==> config.mk <==
export PLATFORM = sky130hd
export DESIGN_NAME = round_controller
export DESIGN_NICKNAME = d
export VERILOG_FILES = /design/src/rtl/round_controller.sv
export SDC_FILE = /design/constraint.sdc
export NUM_CORES = 1
export LEC_CHECK = 0
export BUFFER_PORTS_ARGS = -buffer_cell sky130_fd_sc_hd__buf_2
export CORE_AREA = 2 2 61 69
export DETAILED_ROUTE_END_ITERATION = 10
export DIE_AREA = 0 0 63 71
export PLACE_DENSITY = 0.75
export SLEW_MARGIN = 15
export SYNTH_ARGS = -nofsm -noshare
export SYNTH_HDL_FRONTEND = slang
export SYNTH_SLANG_ARGS = --single-unit
==> constraint.sdc <==
create_clock -name clk -period 5.6 [get_ports clk]
set_clock_uncertainty 0.2 [all_clocks]
set_input_delay 0.84 -clock clk [delete_from_list [all_inputs] [get_ports clk]]
set_output_delay 0.84 -clock clk [all_outputs]
set_load 0.02 [all_outputs]
==> src/rtl/round_controller.sv <==
// round_controller: game-round sequencer for the number-guessing design.
// Latches the secret and difficulty, drives the countdown timer's active-low
// reload, scores guesses and reports win/lose, hints, attempts and score.
module round_controller #(
    parameter int unsigned MAX_ATTEMPTS = 7,  // wrong in-range guesses allowed (1..15)
    parameter int unsigned TIMEOUT_VAL  = 0   // timer_count value meaning time expired
) (
    input  logic       clk,
    input  logic       restart,
    input  logic       start,
    input  logic [1:0] max_digit,
    input  logic [6:0] secret,
    input  logic [6:0] guess,
    input  logic       guess_valid,
    input  logic [6:0] timer_count,
    output logic       timer_restart,
    output logic [1:0] timer_digit,
    output logic       playing,
    output logic       win,
    output logic       lose,
    output logic       hint_high,
    output logic       hint_low,
    output logic       out_of_range,
    output logic [3:0] attempts,
    output logic [6:0] score
);

    typedef enum logic [2:0] {
        ST_IDLE,
        ST_ARM,
        ST_PLAY,
        ST_WIN,
        ST_LOSE
    } state_e;

    state_e     state_q, state_d;
    logic [6:0] secret_q, secret_d;
    logic [1:0] digit_q, digit_d;
    logic [3:0] attempts_q, attempts_d;
    logic [6:0] score_q, score_d;
    logic       hint_high_q, hint_high_d;
    logic       hint_low_q, hint_low_d;
    logic       oor_q, oor_d;
    logic       grace_q;
    logic       timer_restart_q, playing_q, win_q, lose_q;

    logic [6:0] limit;
    logic [3:0] attempts_inc;
    logic       begin_round;
    logic       expired;

    // Largest legal guess for the latched difficulty.
    always_comb begin
        case (digit_q)
            2'd2:    limit = 7'd99;
            2'd3:    limit = 7'd127;
            default: limit = 7'd9;
        endcase
    end

    assign attempts_inc = (attempts_q == 4'hF) ? 4'hF : attempts_q + 4'd1;
    assign expired      = (timer_count == 7'(TIMEOUT_VAL)) && !grace_q;

    // Next-state and datapath update for the round sequencer.
    always_comb begin
        // NOTE: every signal gets a default first so no path leaves it unassigned (no latches).
        state_d     = state_q;
        secret_d    = secret_q;
        digit_d     = digit_q;
        attempts_d  = attempts_q;
        score_d     = score_q;
        hint_high_d = hint_high_q;
        hint_low_d  = hint_low_q;
        oor_d       = 1'b0;
        begin_round = 1'b0;

        case (state_q)
            ST_IDLE: begin
                if (start) begin_round = 1'b1;
            end
            ST_ARM: begin
                // Start and guesses are deliberately ignored for this one cycle.
                state_d = ST_PLAY;
            end
            ST_PLAY: begin
                if (start) begin
                    begin_round = 1'b1;
                end else begin
                    if (guess_valid) begin
                        if (guess > limit) begin
                            oor_d = 1'b1;
                        end else if (guess == secret_q) begin
                            attempts_d  = attempts_inc;
                            score_d     = timer_count;
                            hint_high_d = 1'b0;
                            hint_low_d  = 1'b0;
                            state_d     = ST_WIN;
                        end else begin
                            attempts_d  = attempts_inc;
                            hint_high_d = (guess > secret_q);
                            hint_low_d  = (guess < secret_q);
                            if (attempts_inc >= 4'(MAX_ATTEMPTS)) state_d = ST_LOSE;
                        end
                    end
                    // A correct guess on the expiry cycle still wins.
                    if (state_d == ST_PLAY && expired) state_d = ST_LOSE;
                end
            end
            ST_WIN, ST_LOSE: begin
                if (start) begin_round = 1'b1;
            end
            default: state_d = ST_IDLE;
        endcase

        if (begin_round) begin
            secret_d    = secret;
            digit_d     = (max_digit == 2'd0) ? 2'd1 : max_digit;
            attempts_d  = 4'd0;
            score_d     = 7'd0;
            hint_high_d = 1'b0;
            hint_low_d  = 1'b0;
            state_d     = ST_ARM;
        end
    end

    // State, datapath and registered-output flops.
    always_ff @(posedge clk or negedge restart) begin
        if (!restart) begin
            state_q         <= ST_IDLE;
            secret_q        <= 7'd0;
            digit_q         <= 2'd1;
            attempts_q      <= 4'd0;
            score_q         <= 7'd0;
            hint_high_q     <= 1'b0;
            hint_low_q      <= 1'b0;
            oor_q           <= 1'b0;
            grace_q         <= 1'b0;
            timer_restart_q <= 1'b0;
            playing_q       <= 1'b0;
            win_q           <= 1'b0;
            lose_q          <= 1'b0;
        end else begin
            // NOTE: non-blocking assignments so every flop samples pre-edge values.
            state_q         <= state_d;
            secret_q        <= secret_d;
            digit_q         <= digit_d;
            attempts_q      <= attempts_d;
            score_q         <= score_d;
            hint_high_q     <= hint_high_d;
            hint_low_q      <= hint_low_d;
            oor_q           <= oor_d;
            grace_q         <= (state_q == ST_ARM);
            timer_restart_q <= (state_d == ST_PLAY);
            playing_q       <= (state_d == ST_PLAY);
            win_q           <= (state_d == ST_WIN);
            lose_q          <= (state_d == ST_LOSE);
        end
    end

    assign timer_restart = timer_restart_q;
    assign timer_digit   = digit_q;
    assign playing       = playing_q;
    assign win           = win_q;
    assign lose          = lose_q;
    assign hint_high     = hint_high_q;
    assign hint_low      = hint_low_q;
    assign out_of_range  = oor_q;
    assign attempts      = attempts_q;
    assign score         = score_q;

endmodule

==> results of run 1 <==
cells in the mapped netlist (2+ instances only):
| cell | n |
|---|---|
| nand2_1 | 19 |
| clkbuf_1 | 4 |
| o21ai_0 | 6 |
| a32o_1 | 3 |
| nor2_1 | 17 |
| nand3_1 | 6 |
| a31o_1 | 2 |
| inv_1 | 10 |
| mux2i_1 | 7 |
| nor4_1 | 3 |
| a21oi_1 | 7 |
| or4_1 | 2 |
| nor2b_1 | 4 |
| dfrtp_1 | 29 |
| a31oi_1 | 5 |
| a21o_1 | 2 |
| and2_1 | 2 |
| nand2b_1 | 2 |
| o21ai_1 | 7 |
| nor3_1 | 3 |
| ha_1 | 11 |
through the flow:
step           instances  utilization (%)  power [uW]
6_report             271             51.9         730
3_5_place_dp         264             49.9         577
3_3_place_gp         264             49.9         569
5_1_grt              271             51.9         799
4_1_cts              271             51.9         739
2_1_floorplan        172                -         499
metal layers:
layer / up-vias / GRT usage (%)
li1: 711 / -
met1: 653 / 23.0
met2: 33 / 28.0
met3: 8 / 5.72
met4: 0 / 7.41
met5: - / 0
worst max path at each step:
stage              startpoint        to  depth (start not counted)
3_3_place_gp         guess[2]  score[5]                          8
3_5_place_dp         guess[2]  score[2]                          8
6_report             guess[2]  score[6]                          8
5_1_grt        timer_digit[1]  score[3]                          8
4_1_cts              guess[2]  score[3]                          8
2_1_floorplan        guess[2]  score[0]                          8
sequential cells by signal, indices dropped and copies added (netlist names):
name          count
win               1
hint_high         1
score             7
secret_q          7
out_of_range      1
hint_low          1
grace_q           1
lose              1
attempts          4
state_q           3
playing           1
timer_digit       2
cell type report:
type,instances,share of cell area (%)
well taps,52,3.28
flip-flops and latches,30,38.0
multi-input cells,125,41.2
repair buffers,46,11.6
inverters,11,2.08
clock buffers,7,3.85
cell usage in the layout (no fill, tap or decap), types with 2 or more instances in the layout:
cell      instances
and2_1            2
clkbuf_1          2
o21ai_1           7
a31oi_1           5
nor3_1            3
buf_2            46
nor2_1           17
a32o_1            3
nor4_1            3
o21ai_0           6
clkbuf_8          5
a21oi_1           7
mux2i_1           7
inv_1            10
a21o_1            2
or4_1             2
nand2_1          19
nand3_1           6
nand2b_1          2
a31o_1            2
ha_1             11
dfrtp_1          29
nor2b_1           4
worst min-delay path: stages, from the launching register on:
cell     delay (ns)
dfrtp_1        0.35
nand2_1        0.05
nand2_1        0.06
power breakdown:
group	total [uW]	internal, uW	switching (uW)	leakage (uW)
sequential	302	266	36.5	0.000394
clock	158	85.2	72.7	0.0000383
combinational	270	103	167	0.000614
logic make-up after synthesis:
kind of cell	Yosys count	synth area share (%)
buffers and inverters	17	4.20
AND/OR/NAND/NOR	62	18.0
AO/OA/AOI/OAI	45	19.2
adder cells (fa/ha/maj)	11	8.41
multiplexers	7	4.28
flip-flops	30	45.9
==> results.tsv, run 1 <==
metric	value	unit
coreArea	0.00381	mm^2
ff2ff_path_depth	8	
drv_slew	0	
max_stage_delay	0.47	ns
tightestPinTransition	0.816	ns
grt_setup_unrepaired	no	
synth_area_leaders	dfrtp_1 44%, ha_1 8.4%, nand2_1 4.4%	
synth_fp_nets	210	
seq_area_frac_synth	45.9	%
leakagePower	0.00105	uW
reg2reg_slack	3.00	ns
drt_iter0_drc	63	
crit_slowest_cell	a211o_1	
rows	24	
wirelength	3500	um
nFillCells	388	
critPathRequiredTime	5.54	ns
hp-start	secret_q[0]	
cpLargestDelayFamily	compound AO/OA/AOI/OAI gates	
ant_nets	0	
multi_input_area	816	um^2
cts_buffers	5	
yosys.area.top_type	dfrtp_1	
antenna_found_initial	0	
whs_path_depth	2	
place_congestion	0.860	
io_pins	47	
port_buffers	46	
htree_levels	2	
root_buffer	clkbuf_8	
powerDensity	369	mW/mm^2
fin_hold_ws	0.286	ns
wl_per_cell	12.9	um
synth_area_per_cell	9.51	um^2
post_dp_cell_area	0.00190	mm^2
synth.distinct_cells	42	
grt_pass1_wl	6200	um
hold_viol	0	
fin_tns_setup	0	ns
drc	0	
worstSetupEndpointType	flop	
cts.repair.resized	0	
grt.overflow.total	0	
path_clk_slew	0.06	ns
die_w	63	um
finish.instance_area	0.00198	mm^2
area_growth	21.0	%
dp_hpwl	2710	um
m1WireLength	1570	um
n_antenna_cell	0	
top_layer_used	met4	
synth_area	0.00164	mm^2
wl_met2	1710	um
reg2reg_to	score[6]	
cts_hold_buf	0	
fp.dieH	71	um
initial_core_util	42.9	%
outcome	complete, no violations	
clk_latency	0.28	ns
holdPathEnd	secret_q[0]	
clock_sinks	30	
grt_util_all_layers	17.9	%
slew_headroom	45.6	%
r2r_start	timer_digit[0]	
dieArea	0.00447	mm^2
drv_cap	0	
setup_viol	0	
netlist.area_leader.share	44.3	%
drt-pass1-iter-count	4	
viasPerCell	5.18	
worst-setup-path-type	primary input to flop	
seqCellArea	752	um^2
worst_slack	2.96	ns
synth-async-reset-ratio	100	%
postSynthCellCount	172	
cp_num_buf_inv	1	
synth_ff_type	dfrtp_1	
period_needed	2.64	ns
grt_max_degree	31	
worstPathMaxFanout	7	
via_count	1405	
start_kind	primary input	
detailroute.wirelength.met3	154	um
min_period_over_period	47.1	%
nNetsFinal	257	
vdd_drop_max	183	uV
clock_path_buffers	2	
synth_seq_cells	30	
synth_edf_count	0	
post_cts_buffers	0	
arrival	2.57	ns
grt_pass1_vias	1358	
ys_warn_count	0	
fmax	0.379	GHz
drive_gt1_share	25.6	%
preCtsSetupSlack	2.66	ns
min_path_type	flop to flop	
cts_tree	built	
crit_chain	buf_2, ha_1, and2_1, a221oi_2, o221ai_2, a211o_1, mux2i_1, nor2_1	
Power figures use the tool's default switching activity.
==> run 2: changes to the inputs <==
--- a/config.mk
+++ b/config.mk
@@ -9,7 +9,7 @@
 export CORE_AREA = 2 2 61 69
 export DETAILED_ROUTE_END_ITERATION = 10
 export DIE_AREA = 0 0 63 71
-export PLACE_DENSITY = 0.75
+export PLACE_DENSITY = 0.77
 export SLEW_MARGIN = 15
 export SYNTH_ARGS = -nofsm -noshare
 export SYNTH_HDL_FRONTEND = slang
==> constraint.sdc (replaced) <==
create_clock -name clk -period 2.4 [get_ports clk]
set_clock_uncertainty 0.2 [all_clocks]
set_input_delay 0.36 -clock clk [delete_from_list [all_inputs] [get_ports clk]]
set_output_delay 0.36 -clock clk [all_outputs]
set_load 0.02 [all_outputs]
==> results.tsv, run 2 (synthesis gave the netlist of run 1 again) <==
metric	value	unit	change
port_buffers	46		unchanged
antenna_found_initial	0		unchanged
area_growth	32.5	%	was 21.0%
clk_latency	0.28	ns	about the same
place_congestion	0.896		was 0.860
drc	0		unchanged
wl_per_cell	13.4	um	was 12.9 um
io_pins	47		unchanged
finish.instance_area	0.00217	mm^2	was 0.00198 mm^2
dieArea	0.00447	mm^2	unchanged
arrival	2.31	ns	was 2.57 ns
final_cell_mix	46 x buf_2, 29 x dfrtp_1, 17 x nand2_1, 17 x nor2_1		was 46 x buf_2, 29 x dfrtp_1, 19 x nand2_1
utilization	56.9	%	was 51.9%
clock_path_buffers	2		unchanged
viasPerCell	5.10		was 5.18
start_kind	flop		was primary input
drt_iter0_drc	54		was 63
ant_nets	0		unchanged
critPathRequiredTime	2.36	ns	was 5.54 ns
drv_cap	0		unchanged
reg2reg_slack	0.05	ns	was 3.00 ns
path_clk_slew	0.06	ns	about the same
cts_buffers	5		unchanged
leakagePower	0.00111	uW	was 0.00105 uW
vdd_drop_max	414	uV	was 183 uV
grt_pass1_wl	6090	um	was 6200 um
rows	24		unchanged
clock_sinks	30		unchanged
fmax	0.425	GHz	
grt_pass1_vias	1379		was 1,358
tightestPinTransition	0.679	ns	was 0.816 ns
setup_viol	0		unchanged
drive_gt1_share	33.9	%	was 25.6%
slew_headroom	54.7	%	was 45.6%
worst_slack	0.0487	ns	was 2.96 ns
nNetsFinal	267		was 257
grt_max_degree	31		unchanged
nFillCells	364		was 388
root_buffer	clkbuf_8		unchanged
powerDensity	872	mW/mm^2	was 369 mW/mm^2
grt.overflow.total	0		unchanged
die_w	63	um	unchanged
power	1890	uW	was 730 uW
dp_hpwl	2720	um	was 2710 um
n_antenna_cell	0		unchanged
worstSetupEndpointType	flop		unchanged
grt_util_all_layers	17.2	%	was 17.9%
worst-setup-path-type	flop to flop		was primary input to flop
post_dp_cell_area	0.00196	mm^2	was 0.00190 mm^2
r2r_start	timer_digit[0]		unchanged
drt-pass1-iter-count	4		unchanged
cts_tree	built		unchanged
via_count	1438		was 1,405
final_common_cell	buf_2		unchanged
holdPathEnd	timer_digit[0]		was secret_q[0]
ff2ff_path_depth	10		was 8
period_needed	2.35	ns	
initial_core_util	42.9	%	unchanged
coreArea	0.00381	mm^2	unchanged
min_path_type	primary input to flop		was flop to flop
outcome	complete, no violations		unchanged
preCtsSetupSlack	-0.0451	ns	was 2.66 ns
htree_levels	2		unchanged
grt_setup_unrepaired	yes		was no
fp.dieH	71	um	unchanged
min_period_over_period	98.0	%	
whs_path_depth	2		unchanged
drv_slew	0		unchanged
hp-start	max_digit[1]		was secret_q[0]
worstPathMaxFanout	4		was 7
wirelength	3770	um	was 3500 um
reg2reg_to	attempts[2]		was score[6]
hold_viol	0		unchanged
[run 2: cell count changes in the layout (fill, tap and decap cells not counted), sizes merged]
cell	previous run	this run
buf	46	55
clkbuf	7	8
dlygate4sd3	0	1
[run 2: power by group]
| group | internal (uW) | total (uW) | leakage (uW) | switching (uW) |
|---|---|---|---|---|
| Sequential | 619 | 695 | 0.000394 | 75.7 |
| Clock | 233 | 412 | 0.0000455 | 178 |
| Combinational | 329 | 783 | 0.000675 | 454 |
[run 2: final cells by class]
class                      instances  area, um^2  area share [%]
clock buffer                       8        90.1            4.15
inverter                          11        41.3            1.90
multi-input combinational        125         908            41.9
sequential                        30         752            34.7
tap                               52        65.1            3.00
timing repair buffer              56         312            14.4
[run 2: worst max path at each step]
stage,end,start,slack [ns],depth (start not counted)
floorplan,score[0],timer_digit[0],0.02,9
global placement,lose,timer_digit[0],0.03,9
detailed placement,score[0],timer_digit[0],-0.05,8
CTS,state_q[2],timer_digit[0],0.004,9
global route,score[2],timer_digit[0],-0.05,8
finish,attempts[2],timer_digit[0],0.05,10
[run 2: worst max-delay path, cell delays in order, from the launching register on]
cell and delay, ns:
dfstp_2 0.54, nand2_2 0.07, ha_4 0.24, and2_4 0.15, a221oi_4 0.23, o221ai_2 0.16, buf_4 0.18, a21oi_2 0.13
buf_4 0.14, a41o_1 0.14, nor2_1 0.05
[run 2: repair_timing]
action                                 CTS  global route
hold buffers                             1             0
buffers inserted                         1             2
resized for setup                        6             8
pin swaps                                4            11
endpoints found under the hold margin   29             0
setup endpoints to repair               13            15
[run 2: per-layer routing]
metal,global-route usage (%),share of wire [%],vias up
met1,21.7,46,671
li1,-,-,733
met5,0,0,-
met2,29.2,49,29
met3,3.82,3.8,5
met4,5.93,1.2,0
[run 2: stage by stage]
step	setup TNS, ns	std cells	hold WS, ns
2_1_floorplan	0	172	-0.136
3_3_place_gp	0	270	0.235
3_5_place_dp	-0.332	270	0.235
4_1_cts	0	280	0.0500
5_1_grt	-0.408	282	0.0624
6_report	0	282	0.0585
==> run 3: changes to the inputs <==
--- a/config.mk
+++ b/config.mk
@@ -6,6 +6,7 @@
 export NUM_CORES = 1
 export LEC_CHECK = 0
 export BUFFER_PORTS_ARGS = -buffer_cell sky130_fd_sc_hd__buf_2
+export CAP_MARGIN = 5
 export CORE_AREA = 2 2 61 69
 export DETAILED_ROUTE_END_ITERATION = 10
 export DIE_AREA = 0 0 63 71
==> constraint.sdc (replaced) <==
create_clock -name clk -period 2.4 [get_ports clk]
set_clock_uncertainty 0.2 [all_clocks]
set_input_delay 0.48 -clock clk [delete_from_list [all_inputs] [get_ports clk]]
set_output_delay 0.48 -clock clk [all_outputs]
set_load 0.02 [all_outputs]
==> results.tsv, run 3 (synthesis gave the netlist of run 1 again) <==
metric	value	unit	change
coreArea	0.00381	mm^2	unchanged
clock_path_buffers	2		unchanged
viasPerCell	5.28		was 5.10
drt-pass1-iter-count	4		unchanged
grt_setup_unrepaired	yes		unchanged
outcome	complete, no violations		unchanged
wl_per_cell	13.6	um	was 13.4 um
initial_core_util	42.9	%	unchanged
grt_pass1_wl	6100	um	was 6090 um
dp_hpwl	2700	um	was 2720 um
final_common_cell	buf_2		unchanged
fin_cells	282		unchanged
wl_met2	2000	um	was 1860 um
top_layer_used	met4		unchanged
wirelength	3840	um	was 3770 um
root_buffer	clkbuf_8		unchanged
tightestPinTransition	0.656	ns	was 0.679 ns
dp_cells	271		was 270
min_period_over_period	98.4	%	was 98.0%
port_buffers	46		unchanged
fmax	0.424	GHz	was 0.425 GHz
setup_viol	0		unchanged
hold_viol	0		unchanged
die_w	63	um	unchanged
drt_iter0_drc	53		was 54
place_congestion	0.892		was 0.896
cts_buffers	5		unchanged
leakagePower	0.00112	uW	was 0.00111 uW
final_cell_mix	46 x buf_2, 29 x dfrtp_1, 17 x nand2_1, 17 x nor2_1		unchanged
ff2ff_path_depth	8		was 10
antenna_found_initial	0		unchanged
cts_tree	built		unchanged
powerDensity	876	mW/mm^2	was 872 mW/mm^2
grt_util_all_layers	17.3	%	was 17.2%
arrival	2.33	ns	was 2.31 ns
htree_levels	2		unchanged
fp.dieH	71	um	unchanged
combPwrFrac	41.6	%	was 41.4%
p_int	1190	uW	was 1180 uW
clkPwrFrac	21.7	%	was 21.8%
worstPathMaxFanout	7		was 4
fin_hold_ws	0.0219	ns	was 0.0585 ns
min_path_type	primary input to asynchronous set/reset pin		was primary input to flop
rows	24		unchanged
grt_pass1_vias	1422		was 1,379
drv_slew	0		unchanged
area_growth	33.1	%	was 32.5%
critPathRequiredTime	2.37	ns	was 2.36 ns
vdd_drop_max	478	uV	was 414 uV
worstSetupEndpointType	flop		unchanged
nFillCells	347		was 364
pwr-share-seq	36.6	%	was 36.8%
detailroute.wirelength.met3	205	um	was 142 um
io_pins	47		unchanged
slew_headroom	56.2	%	was 54.7%
via_count	1490		was 1,438
nNetsFinal	267		unchanged
worst-setup-path-type	flop to flop		unchanged
grt_max_degree	31		unchanged
drv_cap	0		unchanged
clk_latency	0.28	ns	about the same
ant_nets	0		unchanged
n_antenna_cell	0		unchanged
p_sw_share	37.9	%	was 37.5%
p_sw	723	uW	was 708 uW
m1WireLength	1590	um	was 1720 um
fin_tns_setup	0	ns	unchanged
grt.overflow.total	0		unchanged
drive_gt1_share	34.8	%	was 33.9%
clock_sinks	30		unchanged
drc	0		unchanged
path_clk_slew	0.06	ns	about the same
period_needed	2.36	ns	was 2.35 ns
dieArea	0.00447	mm^2	unchanged
start_kind	flop		unchanged
[run 3: cell count changes in the layout (fill, tap and decap cells not counted)]
cell	previous run	this run
nand2_8	0	1
a31oi_4	0	1
nand2_4	1	0
a31oi_2	2	1
nor4_1	3	2
dlygate4sd3_1	1	0
a221oi_2	0	1
a221oi_4	1	0
buf_4	8	9
nor4_2	0	1
[run 3: power groups by stage]
stage / sequential (uW) / clock, uW / combinational, uW
CTS: 693 / 425 / 712
detailed placement: 701 / 0 / 697
finish: 700 / 415 / 794
global route: 715 / 447 / 891
global placement: 701 / 0 / 684
floorplan: 745 / 0 / 431
[run 3: timing repair]
action | 4_1_cts | 5_1_grt
setup endpoints to repair | 8 | 15
buffers inserted | 1 | 2
hold buffers | 0 | 0
resized for setup | 3 | 13
pin swaps | 2 | 12
[run 3: per-layer routing]
layer / up-vias / global-route usage (%)
met1: 698 / 20.8
met2: 44 / 28.8
met5: - / 0
li1: 741 / -
met3: 7 / 5.09
met4: 0 / 7.16
[run 3: per-stage QoR]
step                power (uW)  instance area, um^2  utilization [%]  setup slack [ns]
floorplan                 1180                 1660                -            0.0176
global placement          1380                 1970             51.7            0.0281
detailed placement        1400                 1970             51.7           0.00139
CTS                       1830                 2080             54.5          -0.00504
global route              2050                 2180             57.1           -0.0551
finish                    1910                 2180             57.1            0.0395
[run 3: critical path, stage by stage (launching register included)]
cell and delay (ns):
dfstp_2 0.54, nand2_2 0.07, ha_4 0.23, and2_4 0.14, a221oi_2 0.23, o221ai_2 0.17, a211o_4 0.43, mux2i_1 0.18
nor2_1 0.06
[run 3: final timing paths]
| path | startpoint | to | slack [ns] |
|---|---|---|---|
| min reg2reg | secret_q[0] | secret_q[0] | 0.29 |
| max in group asynchronous | restart | hint_low | 1.54 |
| max | timer_digit[0] | score[6] | 0.04 |
| min in group clk | max_digit[1] | timer_digit[0] | 0.17 |
| min | restart | score[3] | 0.02 |
| max reg2reg | timer_digit[0] | score[6] | 0.04 |
[run 3: area by class of cell]
cell class	instances	area [um^2]	share of cell area, %
Multi-Input combinational cell	125	921	42.3
Inverter	11	41.3	1.90
Sequential cell	30	752	34.5
Timing Repair Buffer	56	309	14.2
Clock buffer	8	90.1	4.14
Tap cell	52	65.1	2.99
